## src/rtl/break_variable_selector_pkg.sv

```systemverilog
// Shared types, widths and literal helpers for the break-variable selector.
// Literal layout: MSB = negation flag, low VAR_W bits = variable index (0 = empty slot).
package break_variable_selector_pkg;

  localparam int unsigned NSAT     = 3;
  localparam int unsigned LIT_W    = 12;
  localparam int unsigned VAR_W    = LIT_W - 1;
  localparam int unsigned BREAK_W  = 8;
  localparam int unsigned NOISE_W  = 8;
  localparam int unsigned RAND_W   = 32;
  localparam int unsigned CLAUSE_W = NSAT * LIT_W;
  localparam int unsigned SLOT_W   = 2;   // holds 0..NSAT-1
  localparam int unsigned CNT_W    = 2;   // holds 0..NSAT
  localparam int unsigned RANK_LSB = 16;  // random_i[23:16] scales the noise rank
  localparam int unsigned RANK_W   = 8;
  localparam int unsigned PROD_W   = RANK_W + CNT_W;

  typedef enum logic [1:0] {
    ST_IDLE  = 2'd0,
    ST_READ  = 2'd1,
    ST_DRAIN = 2'd2,
    ST_DONE  = 2'd3
  } bvs_state_e;

  // Running-minimum record: candidate or current best slot.
  typedef struct packed {
    logic               valid;
    logic [BREAK_W-1:0] brk;
    logic [SLOT_W-1:0]  slot;
  } best_t;

  // Variable index of a clause slot; the sign bit is dropped.
  function automatic logic [VAR_W-1:0] slot_var(input logic [CLAUSE_W-1:0] clause,
                                                input logic [SLOT_W-1:0]   slot);
    return clause[32'(slot) * LIT_W +: VAR_W];
  endfunction

  // One bit per slot holding a non-zero variable.
  function automatic logic [NSAT-1:0] valid_mask(input logic [CLAUSE_W-1:0] clause);
    logic [NSAT-1:0] mask;
    mask = '0;
    for (int k = 0; k < int'(NSAT); k++) begin
      mask[k] = (slot_var(clause, SLOT_W'(k)) != '0);
    end
    return mask;
  endfunction

  function automatic logic [CNT_W-1:0] count_valid(input logic [NSAT-1:0] mask);
    logic [CNT_W-1:0] cnt;
    cnt = '0;
    for (int k = 0; k < int'(NSAT); k++) begin
      cnt = cnt + CNT_W'(mask[k]);
    end
    return cnt;
  endfunction

  // Slot index of the rank-th set bit (0-based, ascending slot order).
  function automatic logic [SLOT_W-1:0] nth_valid_slot(input logic [NSAT-1:0]   mask,
                                                       input logic [SLOT_W-1:0] rank);
    logic [SLOT_W-1:0] result;
    logic [CNT_W-1:0]  seen;
    logic              found;
    result = '0;
    seen   = '0;
    found  = 1'b0;
    for (int k = 0; k < int'(NSAT); k++) begin
      if (mask[k]) begin
        if (!found && (seen == CNT_W'(rank))) begin
          result = SLOT_W'(k);
          found  = 1'b1;
        end
        seen = seen + CNT_W'(1);
      end
    end
    return result;
  endfunction

endpackage

```

## src/rtl/break_variable_selector_if.sv

```systemverilog
// Bus bundle for the break-variable selector: clause input, break-memory
// read port and the flip result handshake.
//   slave  : the selector (consumes clause/read data/ready, drives strobes/result)
//   master : the surrounding pipeline and break memory
interface break_variable_selector_if;
  import break_variable_selector_pkg::*;

  logic                clause_valid_i;
  logic [CLAUSE_W-1:0] clause_i;
  logic [RAND_W-1:0]   random_i;
  logic [NOISE_W-1:0]  noise_threshold_i;

  logic                brk_rd_en_o;
  logic [VAR_W-1:0]    brk_rd_addr_o;
  logic [BREAK_W-1:0]  brk_rd_data_i;

  logic                flip_valid_o;
  logic                flip_ready_i;
  logic [VAR_W-1:0]    flip_var_o;
  logic [BREAK_W-1:0]  flip_break_o;
  logic                flip_noise_o;

  modport slave (
    input  clause_valid_i, clause_i, random_i, noise_threshold_i,
    input  brk_rd_data_i, flip_ready_i,
    output brk_rd_en_o, brk_rd_addr_o,
    output flip_valid_o, flip_var_o, flip_break_o, flip_noise_o
  );

  modport master (
    output clause_valid_i, clause_i, random_i, noise_threshold_i,
    output brk_rd_data_i, flip_ready_i,
    input  brk_rd_en_o, brk_rd_addr_o,
    input  flip_valid_o, flip_var_o, flip_break_o, flip_noise_o
  );

endinterface

```

## src/rtl/break_variable_selector_min_compare.sv

```systemverilog
// Min-compare stage (bvs_min_compare): folds one candidate into the running
// best. Strict less-than, so with slots presented in ascending order a tie
// keeps the lower slot.
//   cand        : {valid, break, slot} of the break word on the read bus
//   best        : current best record
//   next_best_c : updated best record (combinational)
module break_variable_selector_min_compare
  import break_variable_selector_pkg::*;
(
  input  best_t cand,
  input  best_t best,
  output best_t next_best_c
);

  always_comb begin
    next_best_c = best;
    if (cand.valid && (!best.valid || (cand.brk < best.brk))) begin
      next_best_c = cand;
    end
  end

endmodule

```

## src/rtl/break_variable_selector.sv

```systemverilog
// WalkSAT variable choice for one unsatisfied clause. Reads the break count of
// every valid literal (one slot per cycle), then offers either the minimum
// break variable (greedy) or the rank-th valid literal (noise) to the flip
// stage over a valid/ready handshake.
//   clk, reset           : clock, synchronous active-high reset
//   bus (slave)          : clause in, break-memory read port, flip result out
//   clear_debug_i        : clears the sticky debug flags
//   busy_o               : accept .. flip handshake
//   debug_dropped_o      : sticky, clause offered while busy
//   debug_empty_clause_o : sticky, accepted clause had no valid slot
module break_variable_selector
  import break_variable_selector_pkg::*;
(
  input  logic                     clk,
  input  logic                     reset,
  break_variable_selector_if.slave bus,
  input  logic                     clear_debug_i,
  output logic                     busy_o,
  output logic                     debug_dropped_o,
  output logic                     debug_empty_clause_o
);

  bvs_state_e          state;
  logic [SLOT_W-1:0]   slot_q;        // slot whose read strobe is on the bus
  logic [CLAUSE_W-1:0] clause_q;
  logic [NSAT-1:0]     mask_q;
  logic [CNT_W-1:0]    n_valid_q;
  logic                noise_q;
  logic [SLOT_W-1:0]   noise_slot_q;
  logic [BREAK_W-1:0]  noise_brk_q;
  logic                data_vld_q;    // read data on the bus this cycle
  logic [SLOT_W-1:0]   data_slot_q;
  best_t               best_q;

  logic [NSAT-1:0]     in_mask_c;
  logic [CNT_W-1:0]    in_n_valid_c;
  logic                in_noise_c;
  logic [PROD_W-1:0]   rank_prod_c;
  logic [SLOT_W-1:0]   in_rank_c;
  logic [SLOT_W-1:0]   next_slot_c;
  best_t               cand_c;
  best_t               next_best_c;
  logic [BREAK_W-1:0]  noise_brk_c;
  logic [VAR_W-1:0]    res_var_c;
  logic [BREAK_W-1:0]  res_brk_c;
  logic                res_noise_c;
  logic                unused_rand_c;

  // Accept-cycle decode of the incoming clause and random word.
  always_comb begin
    in_mask_c    = valid_mask(bus.clause_i);
    in_n_valid_c = count_valid(in_mask_c);
    in_noise_c   = (bus.random_i[NOISE_W-1:0] < bus.noise_threshold_i);
    rank_prod_c  = PROD_W'(bus.random_i[RANK_LSB +: RANK_W]) * PROD_W'(in_n_valid_c);
    in_rank_c    = rank_prod_c[RANK_W +: SLOT_W];
  end

  assign unused_rand_c = ^{bus.random_i[RAND_W-1:RANK_LSB+RANK_W],
                           bus.random_i[RANK_LSB-1:NOISE_W]};

  assign next_slot_c = slot_q + SLOT_W'(1);

  // Read data returning this cycle, as a min-compare candidate.
  always_comb begin
    cand_c.valid = data_vld_q;
    cand_c.brk   = bus.brk_rd_data_i;
    cand_c.slot  = data_slot_q;
  end

  break_variable_selector_min_compare u_min_compare (
    .cand        (cand_c),
    .best        (best_q),
    .next_best_c (next_best_c)
  );

  // The noise slot's break may still be on the read bus during DRAIN.
  always_comb begin
    noise_brk_c = noise_brk_q;
    if (data_vld_q && (data_slot_q == noise_slot_q)) begin
      noise_brk_c = bus.brk_rd_data_i;
    end
  end

  // Final choice; an empty clause yields var 0 / break 0.
  always_comb begin
    res_var_c   = '0;
    res_brk_c   = '0;
    res_noise_c = 1'b0;
    if (n_valid_q != '0) begin
      if (noise_q) begin
        res_var_c   = slot_var(clause_q, noise_slot_q);
        res_brk_c   = noise_brk_c;
        res_noise_c = 1'b1;
      end else if (next_best_c.valid) begin
        res_var_c   = slot_var(clause_q, next_best_c.slot);
        res_brk_c   = next_best_c.brk;
      end
    end
  end

  // FSM, read sequencing, result registers and debug flags.
  always_ff @(posedge clk) begin
    if (reset) begin
      state                <= ST_IDLE;
      slot_q               <= '0;
      clause_q             <= '0;
      mask_q               <= '0;
      n_valid_q            <= '0;
      noise_q              <= 1'b0;
      noise_slot_q         <= '0;
      noise_brk_q          <= '0;
      data_vld_q           <= 1'b0;
      data_slot_q          <= '0;
      best_q               <= '0;
      busy_o               <= 1'b0;
      debug_dropped_o      <= 1'b0;
      debug_empty_clause_o <= 1'b0;
      bus.brk_rd_en_o      <= 1'b0;
      bus.brk_rd_addr_o    <= '0;
      bus.flip_valid_o     <= 1'b0;
      bus.flip_var_o       <= '0;
      bus.flip_break_o     <= '0;
      bus.flip_noise_o     <= 1'b0;
    end else begin
      // Break memory answers one cycle after the strobe.
      data_vld_q  <= bus.brk_rd_en_o;
      data_slot_q <= slot_q;

      // Sticky flags: a set event beats a simultaneous clear.
      if (bus.clause_valid_i && busy_o) begin
        debug_dropped_o <= 1'b1;
      end else if (clear_debug_i) begin
        debug_dropped_o <= 1'b0;
      end

      if ((state == ST_IDLE) && bus.clause_valid_i && (in_n_valid_c == '0)) begin
        debug_empty_clause_o <= 1'b1;
      end else if (clear_debug_i) begin
        debug_empty_clause_o <= 1'b0;
      end

      case (state)
        ST_IDLE: begin
          bus.brk_rd_en_o   <= 1'b0;
          bus.brk_rd_addr_o <= '0;
          if (bus.clause_valid_i) begin
            state             <= ST_READ;
            slot_q            <= '0;
            clause_q          <= bus.clause_i;
            mask_q            <= in_mask_c;
            n_valid_q         <= in_n_valid_c;
            noise_q           <= in_noise_c;
            noise_slot_q      <= nth_valid_slot(in_mask_c, in_rank_c);
            noise_brk_q       <= '0;
            best_q            <= '0;
            busy_o            <= 1'b1;
            bus.brk_rd_en_o   <= in_mask_c[0];
            bus.brk_rd_addr_o <= slot_var(bus.clause_i, SLOT_W'(0));
          end
        end

        ST_READ: begin
          best_q      <= next_best_c;
          noise_brk_q <= noise_brk_c;
          if (slot_q == SLOT_W'(NSAT - 1)) begin
            state             <= ST_DRAIN;
            bus.brk_rd_en_o   <= 1'b0;
            bus.brk_rd_addr_o <= '0;
          end else begin
            // Empty slots still take their cycle, just without a strobe.
            slot_q            <= next_slot_c;
            bus.brk_rd_en_o   <= mask_q[next_slot_c];
            bus.brk_rd_addr_o <= slot_var(clause_q, next_slot_c);
          end
        end

        ST_DRAIN: begin
          state            <= ST_DONE;
          best_q           <= next_best_c;
          bus.flip_valid_o <= 1'b1;
          bus.flip_var_o   <= res_var_c;
          bus.flip_break_o <= res_brk_c;
          bus.flip_noise_o <= res_noise_c;
        end

        ST_DONE: begin
          if (bus.flip_ready_i) begin
            state            <= ST_IDLE;
            busy_o           <= 1'b0;
            bus.flip_valid_o <= 1'b0;
            bus.flip_var_o   <= '0;
            bus.flip_break_o <= '0;
            bus.flip_noise_o <= 1'b0;
          end
        end

        default: state <= ST_IDLE;
      endcase
    end
  end

endmodule

```

## src/flat_wrapper.sv

```systemverilog
// flat-port wrapper written by rule: the top's interface ports become plain ports
module break_variable_selector_flat import break_variable_selector_pkg::*;
  (clk, reset, clear_debug_i, busy_o, debug_dropped_o, debug_empty_clause_o, bus_clause_valid_i, bus_clause_i, bus_random_i, bus_noise_threshold_i, bus_brk_rd_data_i, bus_flip_ready_i, bus_brk_rd_en_o, bus_brk_rd_addr_o, bus_flip_valid_o, bus_flip_var_o, bus_flip_break_o, bus_flip_noise_o);
  break_variable_selector_if bus_i ();
  input  logic clk;
  input  logic reset;
  input  logic clear_debug_i;
  output logic busy_o;
  output logic debug_dropped_o;
  output logic debug_empty_clause_o;
  input wire logic [$bits(bus_i.clause_valid_i)-1:0] bus_clause_valid_i;
  input wire logic [$bits(bus_i.clause_i)-1:0] bus_clause_i;
  input wire logic [$bits(bus_i.random_i)-1:0] bus_random_i;
  input wire logic [$bits(bus_i.noise_threshold_i)-1:0] bus_noise_threshold_i;
  input wire logic [$bits(bus_i.brk_rd_data_i)-1:0] bus_brk_rd_data_i;
  input wire logic [$bits(bus_i.flip_ready_i)-1:0] bus_flip_ready_i;
  output wire logic [$bits(bus_i.brk_rd_en_o)-1:0] bus_brk_rd_en_o;
  output wire logic [$bits(bus_i.brk_rd_addr_o)-1:0] bus_brk_rd_addr_o;
  output wire logic [$bits(bus_i.flip_valid_o)-1:0] bus_flip_valid_o;
  output wire logic [$bits(bus_i.flip_var_o)-1:0] bus_flip_var_o;
  output wire logic [$bits(bus_i.flip_break_o)-1:0] bus_flip_break_o;
  output wire logic [$bits(bus_i.flip_noise_o)-1:0] bus_flip_noise_o;
  assign bus_i.clause_valid_i = bus_clause_valid_i;
  assign bus_i.clause_i = bus_clause_i;
  assign bus_i.random_i = bus_random_i;
  assign bus_i.noise_threshold_i = bus_noise_threshold_i;
  assign bus_i.brk_rd_data_i = bus_brk_rd_data_i;
  assign bus_i.flip_ready_i = bus_flip_ready_i;
  assign bus_brk_rd_en_o = bus_i.brk_rd_en_o;
  assign bus_brk_rd_addr_o = bus_i.brk_rd_addr_o;
  assign bus_flip_valid_o = bus_i.flip_valid_o;
  assign bus_flip_var_o = bus_i.flip_var_o;
  assign bus_flip_break_o = bus_i.flip_break_o;
  assign bus_flip_noise_o = bus_i.flip_noise_o;
  break_variable_selector u_core (.clk(clk), .reset(reset), .bus(bus_i), .clear_debug_i(clear_debug_i), .busy_o(busy_o), .debug_dropped_o(debug_dropped_o), .debug_empty_clause_o(debug_empty_clause_o));
endmodule
```

## config.mk

```make
export PLATFORM = sky130hd
export DESIGN_NAME = break_variable_selector_flat
export DESIGN_NICKNAME = d
export VERILOG_FILES = /design/src/rtl/break_variable_selector_pkg.sv /design/src/rtl/break_variable_selector_if.sv /design/src/rtl/break_variable_selector_min_compare.sv /design/src/rtl/break_variable_selector.sv /design/src/flat_wrapper.sv
export SDC_FILE = /design/constraint.sdc
export NUM_CORES = 1
export LEC_CHECK = 0
export ABC_AREA = 1
export BUFFER_PORTS_ARGS = -buffer_cell sky130_fd_sc_hd__buf_2
export CAP_MARGIN = 20
export CORE_MARGIN = 2
export CORE_UTILIZATION = 40
export CTS_BUF_LIST = sky130_fd_sc_hd__clkbuf_8
export CTS_CLUSTER_DIAMETER = 100
export DETAILED_ROUTE_END_ITERATION = 16
export SLEW_MARGIN = 20
export SYNTH_ARGS = -nofsm -noshare
export SYNTH_HDL_FRONTEND = slang
export SYNTH_SLANG_ARGS = --single-unit
```

## constraint.sdc

```tcl
create_clock -name clk -period 9.2 [get_ports clk]
set_clock_uncertainty 0.1 [all_clocks]
set_input_delay 1.38 -clock clk [delete_from_list [all_inputs] [get_ports clk]]
set_output_delay 1.38 -clock clk [all_outputs]
set_load 0.02 [all_outputs]
```

### Word-level counts from Yosys, hierarchy flattened

Index checks and enable logic that the tools add are counted.
W data, S select, Z words.

| cells by class | value |
|---|---|
| magnitude comparators | 3 |
| $add $sub $neg | 4 |
| shifts and indexed selects | 3 |
| equal/unequal tests | 11 |
| multiply operators | 4 |
| reductions and logical operators | 32 |
| muxes and demuxes | 63 |

Operators with widths:

| kind | count |
|---|---|
| $shiftx A36 B7 Y11 | 3 |
| $mux W11 | 8 |
| $pmux W11 S2 | 3 |
| $mux W8 | 6 |
| $reduce_bool A11 Y1 | 3 |
| $pmux W8 S2 | 2 |
| $mux W2 | 15 |
| $mux W1 | 22 |
| $lt A8 B8 Y1 | 2 |
| $reduce_bool A2 Y1 | 7 |
| $mul A2 B2 Y4 const B | 3 |
| $mul A8 B2 Y10 | 1 |
| $reduce_and A3 Y1 | 3 |
| $pmux W1 S2 | 4 |
| $pmux W2 S4 | 1 |
| $reduce_and A2 Y1 | 4 |
| $logic_and A1 B1 Y1 | 7 |
| $eq A2 B2 Y1 | 3 |
| $eq A2 B2 Y1 const B | 3 |
| $logic_not A2 Y1 | 3 |
| $ne A2 B2 Y1 const B | 3 |
| $add A2 B1 Y2 const B | 2 |
| $pmux W2 S2 | 1 |
| $logic_not A1 Y1 | 3 |
| 8 further kinds | 8 |

| storage, ports and cells | value |
|---|---|
| input port bits | 89 |
| output and inout bits | 36 |
| flip-flop bits (word level) | 106 |
| logic and storage cells | 142 |

### Depth between registers and ports, before layout

| depth | value |
|---|---|
| word-level depth | 21 |
| depth in mapped cells | 19 |
| gate-level depth less buffers | 18 |

### Modules after synthesis

Synthesis repeated with hierarchy kept, for this count alone.

| second synthesis, totals | value |
|---|---|
| cells, all modules | 886 |
| area total of the unflattened synthesis | 5,829.3 µm² |

Modules (own cells, without submodules):

| module | times used | area an instance (µm²) | cells an instance | seq. area each (µm²) |
|---|---|---|---|---|
| break_variable_selector | 1 | 5,480.3 | 819 | 2,062.0 |
| break_variable_selector_min_compare | 1 | 349.1 | 67 | 0.0 |

### Least setup slack after synthesis

No wires, ideal clock.

| timing path | value |
|---|---|
| path kind | input to register |
| start point | input bus_clause_i[8] |
| end point | register u_core.noise_slot_q[1] |
| arrival time | 3,944 ps |
| cell stages on the path | 17 |
| buffers on the path | 1 |
| slack | 5,024 ps |
| required time | 8,968 ps |
| cells stage by stage | nor4_1 -> nand3_1 -> fa_1 -> clkbuf_1 -> nand2_1 -> inv_1 -> ha_1 -> a21oi_1 -> nor2_1 -> a211oi_1 -> nand2_1 -> nand2_1 -> nand3_1 -> nand3b_1 -> nand2_1 -> nand3_1 -> a21oi_1 |

| on the way | value |
|---|---|
| cells in the longest elaborated chain, start to end | 21 |
| elaborated cells on any way between the ends | 32 |

RTL lines:

| element | line | source |
|---|---|---|
| start, declared | flat_wrapper.sv:12 | `input wire logic [$bits(bus_i.clause_i)-1:0] bus_clause_i;` |
| $reduce_bool A11 Y1 * | break_variable_selector_pkg.sv:43 | `mask[k] = (slot_var(clause, SLOT_W'(k)) != '0);` |
| via u_core.in_mask_c[0] | break_variable_selector.sv:35 | `logic [NSAT-1:0] in_mask_c;` |
| $add A1 B1 Y2 * | break_variable_selector_pkg.sv:52 | `cnt = cnt + CNT_W'(mask[k]);` |
| $add A2 B1 Y2 * | break_variable_selector_pkg.sv:52 |  |
| via u_core.in_n_valid_c[0] | break_variable_selector.sv:36 | `logic [CNT_W-1:0] in_n_valid_c;` |
| $mul A8 B2 Y10 * | break_variable_selector.sv:54 | `rank_prod_c = PROD_W'(bus.random_i[RANK_LSB +: RANK_W]) * PROD_W'(in_n_valid_c);` |
| $logic_not A2 Y1 | break_variable_selector_pkg.sv:68 | `if (!found && (seen == CNT_W'(rank))) begin` |
| $mux W1 | break_variable_selector_pkg.sv:68 |  |
| (+7 left out) | n/a |  |
| $mux W1 | break_variable_selector_pkg.sv:67 | `if (mask[k]) begin` |
| $mux W1 | break_variable_selector.sv:146 | `if (bus.clause_valid_i) begin` |
| $mux W1 | break_variable_selector.sv:142 | `case (state)` |
| $mux W1 | break_variable_selector.sv:103 | `if (reset) begin` |
| $logic_not A1 Y1 | break_variable_selector_pkg.sv:68 |  |
| $logic_and A1 B1 Y1 * | break_variable_selector_pkg.sv:68 |  |
| $mux W2 * | break_variable_selector_pkg.sv:68 |  |
| $mux W2 * | break_variable_selector_pkg.sv:67 |  |
| end signal, assigned | break_variable_selector.sv:153 | `noise_slot_q <= nth_valid_slot(in_mask_c, in_rank_c);` |
| end, declared | break_variable_selector.sv:29 | `logic [SLOT_W-1:0] noise_slot_q;` |

The timed path passes the listed nets; every way through them passes the cells marked *. The select of a mux whose other input is x is not followed.
A chain may end at the register's enable or synchronous reset.

### Worst setup path in the final report

| timing path | value |
|---|---|
| start point | input bus_clause_i[1] |
| end point | register u_core.noise_slot_q[1] |

Same word-level chain as after synthesis.

==> impl_results.html <==
<table>
<tr><th>Metric</th><th>Value</th></tr>
<tr><th colspan="2">Synthesis</th></tr>
<tr><td>Post-Synthesis Net Count</td><td>943</td></tr>
<tr><td>Combined area of all synthesized cells</td><td>5710 um^2</td></tr>
<tr><td>Leading post-synthesis cells by cell area</td><td>sky130_fd_sc_hd__dfxtp_1, sky130_fd_sc_hd__nand2_1, sky130_fd_sc_hd__a21oi_1, sky130_fd_sc_hd__o21ai_0, sky130_fd_sc_hd__ha_1</td></tr>
<tr><td>Count of mapped cells out of synthesis</td><td>827</td></tr>
<tr><td>Most common library cells after synthesis</td><td>sky130_fd_sc_hd__nand2_1, sky130_fd_sc_hd__a21oi_1, sky130_fd_sc_hd__dfxtp_1, sky130_fd_sc_hd__inv_1, sky130_fd_sc_hd__nor2_1</td></tr>
<tr><td>Sequential element share of the synthesized area</td><td>a little over a third</td></tr>
<tr><td>Main synth FF type</td><td>sky130_fd_sc_hd__dfxtp_1</td></tr>
<tr><td>Post-synthesis sequential element count</td><td>103</td></tr>
<tr><td>Proportion of netlist area held by the largest area contributor</td><td>36.1%</td></tr>
<tr><td>Area leader, netlist</td><td>sky130_fd_sc_hd__dfxtp_1</td></tr>
<tr><td>Count of distinct cell types in the synthesized netlist</td><td>40</td></tr>
<tr><td>Mapped Avg Cell Area</td><td>approximately 6.9 um^2</td></tr>
<tr><td>Number of enable flip-flop cells after synthesis</td><td>0</td></tr>
<tr><td>Top-count cell post-synth</td><td>sky130_fd_sc_hd__nand2_1</td></tr>
<tr><td>Count of warnings emitted by yosys</td><td>0</td></tr>
<tr><td>Proportion of register bits with asynchronous set or reset after synthesis</td><td>0%</td></tr>
<tr><th colspan="2">Pwr</th></tr>
<tr><td>Psw</td><td>0.692 mW</td></tr>
<tr><td>Cell area power density</td><td>around 240 nW/um^2</td></tr>
<tr><td>Leakage power figure</td><td>2.78 nW</td></tr>
<tr><td>Combinational Power Share</td><td>41.5%</td></tr>
<tr><td>Fraction of power consumed by sequential logic</td><td>39.7%</td></tr>
<tr><td>Worst vdd rail ir drop</td><td>114 uV</td></tr>
<tr><td>Share of total power in the clock network</td><td>18.8%</td></tr>
<tr><td>Switching fraction of total power</td><td>45.4%</td></tr>
<tr><td>Internal Dissipation</td><td>0.832 mW</td></tr>
<tr><th colspan="2">Detailed routing</th></tr>
<tr><td>Routed wire per std cell</td><td>14.1 um</td></tr>
<tr><td>DRC violations left</td><td>0</td></tr>
<tr><td>DR vias</td><td>between 5000 and 6000</td></tr>
<tr><td>Routed met3 length</td><td>841 um</td></tr>
<tr><td>Number of iterations in the first detailed-routing pass</td><td>5</td></tr>
<tr><td>Detailed Route WL</td><td>15300 um</td></tr>
<tr><td>Met2 wire length</td><td>6270 um</td></tr>
<tr><td>DR vias/cell</td><td>5.09</td></tr>
<tr><td>Highest routing layer actually used</td><td>met4</td></tr>
<tr><td>DRT iter0 DRCs</td><td>420</td></tr>
<tr><td>ANT nets after route</td><td>0</td></tr>
<tr><td>Routed length on met1</td><td>7980 um</td></tr>
<tr><th colspan="2">Layout</th></tr>
<tr><td>Area growth, synth to finish</td><td>13.4%</td></tr>
<tr><td>Area of combinational cells with multiple inputs</td><td>a little over 3000 um^2</td></tr>
<tr><td>Final-layout fill cell count</td><td>1480</td></tr>
<tr><td>Diodes inserted</td><td>0</td></tr>
<tr><td>Area taken by flip-flops and latches</td><td>2060 um^2</td></tr>
<tr><td>Post-layout nets</td><td>about 1000</td></tr>
<tr><td>Fraction of final layout cells with drive strength greater than 1</td><td>16.3%</td></tr>
<tr><th colspan="2">Placement</th></tr>
<tr><td>Place WS</td><td>roughly 4.3 ns</td></tr>
<tr><td>Routability congestion estimate</td><td>0.821</td></tr>
<tr><td>Post-DP HPWL</td><td>11200 um</td></tr>
<tr><td>Number of I/O port buffers</td><td>roughly 110</td></tr>
<tr><th colspan="2">Global route</th></tr>
<tr><td>Total congestion overflow after global routing</td><td>0</td></tr>
<tr><td>Antenna violations before repair</td><td>0</td></tr>
<tr><td>Via count of the first global-routing pass</td><td>4778</td></tr>
<tr><td>Global routing usage summed across all routing layers</td><td>20.7%</td></tr>
<tr><td>Global-route wire length before repair</td><td>24700 um</td></tr>
<tr><td>Maximum number of pins on one net before global-route repair</td><td>59</td></tr>
<tr><th colspan="2">Timing</th></tr>
<tr><td>Final Max Slew Viols</td><td>0</td></tr>
<tr><td>RSZ-0062 raised after global routing</td><td>no</td></tr>
<tr><td>Final count of hold timing violations</td><td>0</td></tr>
<tr><td>Finish-stage setup viols</td><td>0</td></tr>
<tr><td>Relative slew slack</td><td>35.9%</td></tr>
<tr><td>Fin crit period</td><td>between 4 and 5 ns</td></tr>
<tr><td>Setup_tns</td><td>0 ns</td></tr>
<tr><td>Share of the clock period used by the worst path after layout</td><td>48.5%</td></tr>
<tr><td>Setup ws final</td><td>4.74 ns</td></tr>
<tr><td>Worst slew pin tran</td><td>around 0.96 ns</td></tr>
<tr><td>Maximum clock frequency</td><td>0.224 GHz</td></tr>
<tr><th colspan="2">Run</th></tr>
<tr><td>Count of max-cap constraint violations</td><td>0</td></tr>
<tr><th colspan="2">Clock network</th></tr>
<tr><td>CTS tree</td><td>done</td></tr>
<tr><td>Number of post-CTS setup repair buffers</td><td>0</td></tr>
<tr><td>Gates resized, CTS repair</td><td>0</td></tr>
<tr><td>Number of levels in the clock H-tree</td><td>3</td></tr>
<tr><td>Hold_buf cts</td><td>0</td></tr>
<tr><td>Inserted Clock Buffers</td><td>9</td></tr>
<tr><td>Clock-pin transition on the worst setup and hold timing paths</td><td>0.10 ns</td></tr>
<tr><td>Clock latency of the later-clocked register in the worst-skew pair</td><td>0.40 ns</td></tr>
<tr><td>CTS Buffer Depth</td><td>2</td></tr>
<tr><td>Clock sink total</td><td>slightly above 100</td></tr>
<tr><td>Cell chosen for the clock root</td><td>sky130_fd_sc_hd__clkbuf_8</td></tr>
<tr><th colspan="2">Worst setup path</th></tr>
<tr><td>Cell Chain, Critical Path</td><td>buf_2, nor4_1, nand3_1, fa_1, nand2_1, inv_1, ha_1, a21oi_1, nor2_1, a211oi_1, nand2_1, nand2_1, nand3_1, a21oi_1, nand3_1, a21oi_1</td></tr>
<tr><td>Startpoint Class</td><td>primary input</td></tr>
<tr><td>CP max stage cell</td><td>sky130_fd_sc_hd__fa_1</td></tr>
<tr><td>Worst path required time</td><td>9.43 ns</td></tr>
<tr><td>Type of the setup path with the least slack</td><td>primary input to flop</td></tr>
<tr><td>Sort of element at the end of the critical path</td><td>flop</td></tr>
<tr><td>Slowest cell delay on critical path</td><td>0.77 ns</td></tr>
<tr><td>Cell family with most CP delay</td><td>simple AND/OR/NAND/NOR gates</td></tr>
<tr><td>Number of buffers and inverters on the critical path</td><td>2</td></tr>
<tr><td>Endpoint arrival time on the critical path</td><td>4.69 ns</td></tr>
<tr><td>Maximum fanout along the worst path</td><td>9</td></tr>
<tr><th colspan="2">Floorplanning</th></tr>
<tr><td>Vert. Die Dim</td><td>123 um</td></tr>
<tr><td>Starting density of the core</td><td>41.0%</td></tr>
<tr><td>Horizontal die dimension</td><td>123 um</td></tr>
<tr><td>Number of standard-cell rows in the floorplan</td><td>43</td></tr>
<tr><td>Area of the die</td><td>about 15000 um^2</td></tr>
<tr><td>Core Region</td><td>13900 um^2</td></tr>
<tr><td>Boundary Pins</td><td>125</td></tr>
<tr><th colspan="2">Status</th></tr>
<tr><td>Run status</td><td>finished clean</td></tr>
<tr><th colspan="2">Hold path</th></tr>
<tr><td>Type of the most critical hold path</td><td>flop to flop</td></tr>
</table>
-- routing by layer --
metal	track usage, %	vias to the layer above
li1	-	2921
met3	3.87	17
met2	29.8	127
met1	31.2	2473
met5	0	-
met4	5.75	0
-- cell type report --
| class | instances | area share (%) |
|---|---|---|
| clock inverter | 7 | 1.06 |
| sequential | 103 | 31.9 |
| tap | 180 | 3.48 |
| clock buffer | 9 | 1.91 |
| timing repair buffer | 109 | 8.58 |
| inverter | 88 | 5.10 |
| multi-input combinational | 591 | 48.0 |
-- registers in the layout, indices dropped and copies added (netlist names), 3 cells and up --
signal and flops:
u_core.bus.brk_rd_addr_o 11, u_core.best_q 11, u_core.mask_q 3, u_core.bus.flip_break_o 8, u_core.noise_brk_q 8, u_core.clause_q 33, u_core.bus.flip_var_o 11
-- worst paths after layout --
kind | start | to | slack [ns] | cells after the start
max | bus_clause_i[1] | u_core.noise_slot_q[1] | 4.74 | 16
max reg2reg | u_core.slot_q[0] | u_core.bus.brk_rd_en_o | 6.42 | 8
min reg2reg | u_core.slot_q[1] | u_core.data_slot_q[1] | 0.36 | 2
min | u_core.slot_q[1] | u_core.data_slot_q[1] | 0.36 | 2
-- cell families (layout without fill, tap and decap cells) --
family,count (synthesis),count (layout),share of synthesized area (%)
buf+inv,133,213,9.45
xor+xnor,1,1,0.153
simple gates,319,319,23.5
compound gates,244,244,24.7
fa+ha+maj,27,27,6.05
flops,103,103,36.1
-- power by group through the flow --
| stage | clock network (mW) | logic (mW) | registers [mW] |
|---|---|---|---|
| after floorplan | 0 | 0.438 | 0.624 |
| after global placement | 0 | 0.628 | 0.614 |
| after detailed placement | 0 | 0.634 | 0.614 |
| after CTS | 0.296 | 0.636 | 0.604 |
| after global routing | 0.315 | 0.713 | 0.618 |
| final | 0.286 | 0.632 | 0.606 |
-- per-stage QoR --
| stage | total power, mW | instance area, um^2 | cells | util, % | hold slack (ns) |
|---|---|---|---|---|---|
| floorplan | 1.06 | 5710 | 827 | - | 0.318 |
| global placement | 1.24 | 6280 | 1071 | 45.1 | 0.342 |
| detailed placement | 1.25 | 6280 | 1071 | 45.1 | 0.342 |
| CTS | 1.54 | 6470 | 1087 | 46.5 | 0.364 |
| global route | 1.65 | 6470 | 1087 | 46.5 | 0.390 |
| finish | 1.52 | 6470 | 1087 | 46.5 | 0.363 |
-- cells in the final DEF (no fill, tap or decap), types with 11 or more instances in the layout --
| cell | instances |
|---|---|
| sky130_fd_sc_hd__nor2_1 | 82 |
| sky130_fd_sc_hd__nand2_1 | 183 |
| sky130_fd_sc_hd__dfxtp_1 | 103 |
| sky130_fd_sc_hd__buf_2 | 105 |
| sky130_fd_sc_hd__inv_1 | 82 |
| sky130_fd_sc_hd__a21oi_1 | 114 |
| sky130_fd_sc_hd__nand3_1 | 27 |
| sky130_fd_sc_hd__o21ai_0 | 67 |
| sky130_fd_sc_hd__ha_1 | 26 |
| sky130_fd_sc_hd__o2111ai_1 | 11 |
-- worst reg2reg max path: cells and delay by family, from the launching register on --
family / cells / cell delay [ns]
AO/OA/AOI/OAI: 3 / 0.64
flip-flops: 1 / 0.32
buffers and inverters: 3 / 0.76
adder cells (fa/ha/maj): 1 / 0.26
AND/OR/NAND/NOR: 1 / 0.65
No activity file was read; power rests on OpenSTA's default activity.
